--- src/rtl/square_duty_synth.sv ---
// Channel-1 square-wave sample generator; the mixer fetches samples by request/valid.
// Define SQ_LOWPASS_EN to smooth the level with a one-pole filter clocked by the step tick.
module square_duty_synth #(
  parameter logic [23:0] PHASE_INC = 24'd533100,
  parameter int          AMP_SHIFT = 14
) (
  input  logic               I_CLK33MHZ,
  input  logic               I_RESET,
  input  logic [10:0]        I_FREQUENCY,
  input  logic [1:0]         I_DUTY_CYCLE,
  input  logic [3:0]         I_VOLUME,
  input  logic               I_WAVEFORM_EN,
  input  logic               I_TRIGGER,
  input  logic               I_SAMPLE_REQ,
  output logic signed [19:0] O_SAMPLE,
  output logic               O_SAMPLE_VALID,
  output logic [2:0]         O_DUTY_POS
);

  logic [23:0]        acc_q, acc_d;
  logic               tick;
  logic [10:0]        cnt_q, cnt_d;
  logic [10:0]        reload;
  logic [2:0]         pos_q, pos_d;
  logic [7:0]         pattern;
  logic [19:0]        mag;
  logic signed [19:0] level_q, level_d;
  logic signed [19:0] sample_q, sample_d;
  logic               valid_q, valid_d;
  logic signed [19:0] out_src;

  // Carry out of the phase accumulator is the ~1.048576 MHz step tick.
  assign {tick, acc_d} = {1'b0, acc_q} + {1'b0, PHASE_INC};

  // x=0 gives 2048, which truncates to 0 and still yields a 2048-tick step.
  assign reload = 11'(12'd2048 - {1'b0, I_FREQUENCY});

  always_comb begin
    cnt_d = cnt_q;
    pos_d = pos_q;
    if (I_TRIGGER) begin
      cnt_d = reload;
      pos_d = 3'd0;
    end else if (tick) begin
      if (cnt_q == 11'd1) begin
        cnt_d = reload;
        pos_d = pos_q + 3'd1;
      end else begin
        cnt_d = cnt_q - 11'd1;
      end
    end
  end

  always_comb begin
    case (I_DUTY_CYCLE)
      2'b00:   pattern = 8'b0000_0001;
      2'b01:   pattern = 8'b1000_0001;
      2'b10:   pattern = 8'b1000_0111;
      default: pattern = 8'b0111_1110;
    endcase
  end

  assign mag = 20'(I_VOLUME) << AMP_SHIFT;

  always_comb begin
    level_d = '0;
    if (I_WAVEFORM_EN && (I_VOLUME != 4'd0)) begin
      level_d = pattern[pos_q] ? $signed(mag) : -$signed(mag);
    end
  end

`ifdef SQ_LOWPASS_EN
  logic signed [19:0] y_q, y_d, diff;
  assign diff    = level_q - y_q;
  assign y_d     = tick ? (y_q + (diff >>> 3)) : y_q;
  assign out_src = y_q;

  always_ff @(posedge I_CLK33MHZ) begin
    if (I_RESET) y_q <= '0;
    else         y_q <= y_d;
  end
`else
  assign out_src = level_q;
`endif

  assign sample_d = I_SAMPLE_REQ ? out_src : sample_q;
  assign valid_d  = I_SAMPLE_REQ;

  always_ff @(posedge I_CLK33MHZ) begin
    if (I_RESET) begin
      acc_q    <= '0;
      cnt_q    <= reload;
      pos_q    <= '0;
      level_q  <= '0;
      sample_q <= '0;
      valid_q  <= 1'b0;
    end else begin
      acc_q    <= acc_d;
      cnt_q    <= cnt_d;
      pos_q    <= pos_d;
      level_q  <= level_d;
      sample_q <= sample_d;
      valid_q  <= valid_d;
    end
  end

  assign O_SAMPLE       = sample_q;
  assign O_SAMPLE_VALID = valid_q;
  assign O_DUTY_POS     = pos_q;

endmodule

--- config.mk ---
export PLATFORM = sky130hd
export DESIGN_NAME = square_duty_synth
export DESIGN_NICKNAME = d
export VERILOG_FILES = /design/src/rtl/square_duty_synth.sv
export SDC_FILE = /design/constraint.sdc
export NUM_CORES = 1
export LEC_CHECK = 0
export BUFFER_PORTS_ARGS = -buffer_cell sky130_fd_sc_hd__buf_4
export CAP_MARGIN = 20
export CORE_MARGIN = 1.5
export CORE_UTILIZATION = 45
export CTS_BUF_LIST = sky130_fd_sc_hd__clkbuf_8
export DETAILED_ROUTE_END_ITERATION = 8
export PLACE_DENSITY_LB_ADDON = 0.15
export SYNTH_ARGS = -nofsm -noshare
export SYNTH_HDL_FRONTEND = slang
export SYNTH_SLANG_ARGS = --single-unit
--- constraint.sdc ---
create_clock -name I_CLK33MHZ -period 2.75 [get_ports I_CLK33MHZ]
set_clock_uncertainty 0.05 [all_clocks]
set_input_delay 0.275 -clock I_CLK33MHZ [delete_from_list [all_inputs] [get_ports I_CLK33MHZ]]
set_output_delay 0.275 -clock I_CLK33MHZ [all_outputs]
set_load 0.01 [all_outputs]
; Word-level counts from Yosys, hierarchy flattened
; Index checks and enable logic that the tools add are counted.
[totals]
word_cells = 33
out_inout_bits = 24
regBits = 79
[op_classes]
order_cmp = 1
n_bitwise = 1
n_reduce_logical = 8
n_eq_ne = 3
add_sub_neg = 5
muxes = 8
[op_table]
columns = op, count
row1 = 11-bit two-way mux, 4
row2 = "24-bit by 20-bit adder with 25-bit output, second input constant", 1
row3 = 8-bit one-hot mux with 3 select lines, 1
row4 = 18-bit negation with 20-bit output, 1
row5 = 18-bit two-way mux, 1
row6 = "11-bit by 1-bit equality test with 1-bit output, second input constant", 1
row7 = "1-bit by 11-bit subtractor with 11-bit output, first input constant", 1
row8 = "11-bit by 1-bit subtractor with 11-bit output, second input constant", 1
row9 = "3-bit by 4-bit less-than comparator with 1-bit output, second input constant", 1
row10 = 4-bit nonzero test, 1
row11 = 2-bit OR reduction, 2
row12 = "3-bit by 1-bit adder with 3-bit output, second input constant", 1
row13 = 1-bit binary-select mux with 3-bit select, 1
row14 = 3-bit nonzero test, 1
row15 = 3-bit OR reduction, 1
row16 = "2-bit by 1-bit equality test with 1-bit output, second input constant", 1
row17 = "2-bit equality test, second input constant", 1
row18 = 2-bit logical NOT, 1
row19 = 2-bit AND reduction, 1
row20 = 1-bit logical AND, 1
row21 = 1-bit two-way mux, 1
row22 = 1-bit NOT, 1

; Depth between registers and ports, before layout
[logic_depth]
depth_word = 5
depth_mapped = 7
mapped_depth_nobuf = 7

; Worst setup path after synthesis
; No wires, ideal clock.
[synth_timing]
kind = register to register
startpoint = register acc_q[2]
endpoint = register cnt_q[0] (enable)
path_slack_ps = 815
required_ps = 2344
setup_time_ps = 356
path_stages_with_launch = 8
arrival_ps = 1529
path_cell_list = dfxtp_1 inv_1 ha_1 nand2b_1 a21oi_2 o31ai_4 nand2_1 a311o_1
[synth_via]
elab_chain_cells = 2
[synth_lines]
columns = item, line_no
row1 = from (decl), 20  ; logic [23:0] acc_q, acc_d;
row2 = from (signal assigned), 91  ; acc_q <= '0;
row3 = from (signal assigned), 98  ; acc_q <= acc_d;
row4 = 24-bit by 20-bit adder with 25-bit output, 33  ; assign {tick, acc_d} = {1'b0, acc_q} + {1'b0, PHASE_INC};
row5 = 3-bit nonzero test (no line), -
row6 = to (signal assigned), 92  ; cnt_q <= reload;
row7 = to (signal assigned), 99  ; cnt_q <= cnt_d;
row8 = to (decl), 22  ; logic [10:0] cnt_q, cnt_d;
; Every way passes these cells.
; A chain may end at the register's enable or synchronous reset.

; Worst setup path after layout
[layout_timing]
startpoint = register acc_q[2]
endpoint = register cnt_q[2] (enable)
; Same word-level chain as after synthesis.

==> metrics <==
antenna viol nets, final 0; RR Endpoint cnt_q[2]; Die W 80.2 um; # setup viols final 0; Routed WL per cell 11.0 um; worst-path maximum fanout 11; Post-CTS Repair Setup Buffers 0; HPWL Detailed between 3000 and 4000 um; crit-path max cell delay between 0.5 and 0.6 ns; Final #Nets around 350; largest area contributor in the netlist dfxtp_1; first-pass GRT wire length around 7400 um; core area 5640 um2; flops & latches, synth just under 50; Via Count a little under 2,000; row cnt 27; register area share after synthesis 0.407; Rel. slew slack 0.534; GRT overflow 0; IO Port Bufs 31; Worst Setup End Kind flip-flop; GRT Total Usage 0.146; final instance area between 3000 and 4000 um2; EDFF count, synth 11; wirelength, routed 4350 um; setup tns final 0 ns; flop-to-flop setup slack 0.58 ns; post-synthesis area per instance 9.12 um2; clk sink count 49; # IOs 46; CTS Root Cell clkbuf_8; Resized Gates After CTS 0; share of the synthesized area in the top cell type 0.284; Critical Path Start acc_q[2]; Period Utilization, post-route 0.789; Distinct cells, synth 50; Worst Reg-to-Reg Cells 7; H-tree depth 2; area used by multi-input combinational logic 1460 um2; die outline area 6430 um2; post-layout min period 2.17 ns; CP Launch Type flip-flop; RSZ-0062 raised after global routing no; leakage power 0.00122 uW; # DRC 0; Achievable Freq 461 MHz; pins over their slew limit 0; hold_buf cts 0; Num CTS Buffers 5; Most used DFF post-synth dfxtp_1; Critical-path top delay cell a311o_1; Reg-to-Reg Start acc_q[2]; most frequent cells after synthesis nor2_1 (46), dfxtp_1 (38), nand2_1 (19); Antenna Cells 0; post-route setup slack 0.581 ns; DRT Pass-1 Iters 4; vias in the first global route about 1,700; critical path arrival 2.06 ns; share of layout cells above drive strength 1 0.176; Yosys Warn Count 0; Clock Tree Buf Depth 2; pre-CTS setup slack 0.584 ns; pwr dens 500 nW/um2; ys async rst share 0; fillers between 500 and 600; initial core utilization 0.475; CP cell instances inv_1 > ha_1 > nand2b_1 > a21oi_2 > o31ai_4 > nand2_1 > a311o_1; initial antenna violation count 0; WP buf/inv 1; drt first-iter violations 35; Synth Instances 294; Worst-path clk slew roughly 0.090 ns; status completed; synthesized area 2680 um2; Hold Path Origin I_VOLUME[3]; Area contributors post-synth dfxtp_1 (28%), edfxtp_1 (12%), nor2_1 (6.4%); worst skew pair latency 0.30 ns; Max-Cap Viols 0; Placement Cell Area 2920 um2; die height about 80 um; Register Area 1090 um2; CP delay by family, top compound AO/OA/AOI/OAI gates; synthesis-to-finish area growth 11.8%; count of final hold-check violations 0; count leader, synth nor2_1; Max VDD drop around 0.22 mV; Slew @ Worst Pin slightly below 0.7 ns; CTS tree built; crit path kind reg -> reg; placer congestion estimate 0.738; Crit path required time around 2.6 ns; type of the tightest min-delay check in -> reg; Via density 4.98; CP Depth 7; capture point of the worst path cnt_q[2]; largest net degree at the start of global routing 40
routing by layer:
metal  wire [um]  global-route usage  up-vias
met1        2100               0.175      894
met4          57              0.0466        0
met5           0                   0        -
met3         192              0.0386        5
met2        2000               0.254       40
li1            -                   -     1034
logic make-up (layout without fill, tap and decap cells):
logic type / after synthesis / in the layout / share of synthesized area
simple gates: 113 / 113 / 0.215
flops: 49 / 49 / 0.407
compound gates: 42 / 42 / 0.109
buf+inv: 34 / 51 / 0.0686
xor+xnor: 32 / 32 / 0.104
mux: 15 / 15 / 0.0578
fa+ha+maj: 8 / 8 / 0.0373
other cells: 1 / 14 / 0.00140
per-stage QoR:
stage                     power [uW]  cells  utilization  hold slack [ns]
after floorplan                 1050    307            -            0.364
after global placement          1100    388        0.517            0.376
after detailed placement        1110    388        0.517            0.388
after CTS                       1520    396        0.532            0.174
after global routing            1600    396        0.532            0.177
final                           1500    396        0.532            0.176
layout make-up:
type | count | area share
multi-input combinational | 224 | 0.485
sequential | 49 | 0.364
timing repair buffer | 31 | 0.0776
tap | 72 | 0.0300
clock buffer | 5 | 0.0229
inverter | 12 | 0.0150
clock inverter | 3 | 0.00542
state kept, by name (all words and copies together), names as in the netlist:
| name | cells |
|---|---|
| O_SAMPLE | 6 |
| level_q | 6 |
| O_SAMPLE_VALID | 1 |
| O_DUTY_POS | 3 |
| cnt_q | 11 |
| acc_q | 22 |
worst min-delay path, cell delays in order:
cell	delay [ns]
buf_4	0.09
xnor2_1	0.06
nor2_1	0.07
power breakdown:
part	leakage, uW	total, uW	internal, uW	switching [uW]
clock network	0.0000482	412	177	235
registers	0.000422	853	797	56.2
logic	0.000750	235	112	124
total	0.00122	1500	1090	415
layout by cell type, fill, tap and decap left out, drive strengths merged, types with 11 or more instances in the layout:
cell	Yosys	layout
mux2i	11	11
xor2	15	15
dfxtp	38	38
nand2	19	19
edfxtp	11	11
xnor2	17	17
buf	16	31
conb	1	14
inv	12	13
a21oi	18	18
nor2	46	46
nor3	13	13
worst min-delay path by stage:
| stage | depth (start not counted) | endpoint |
|---|---|---|
| floorplan | 1 | acc_q[2] |
| global placement | 1 | acc_q[2] |
| detailed placement | 1 | acc_q[2] |
| CTS | 3 | level_q[17] |
| global route | 3 | level_q[16] |
| finish | 3 | level_q[17] |
(Power assumes the default switching activity.)
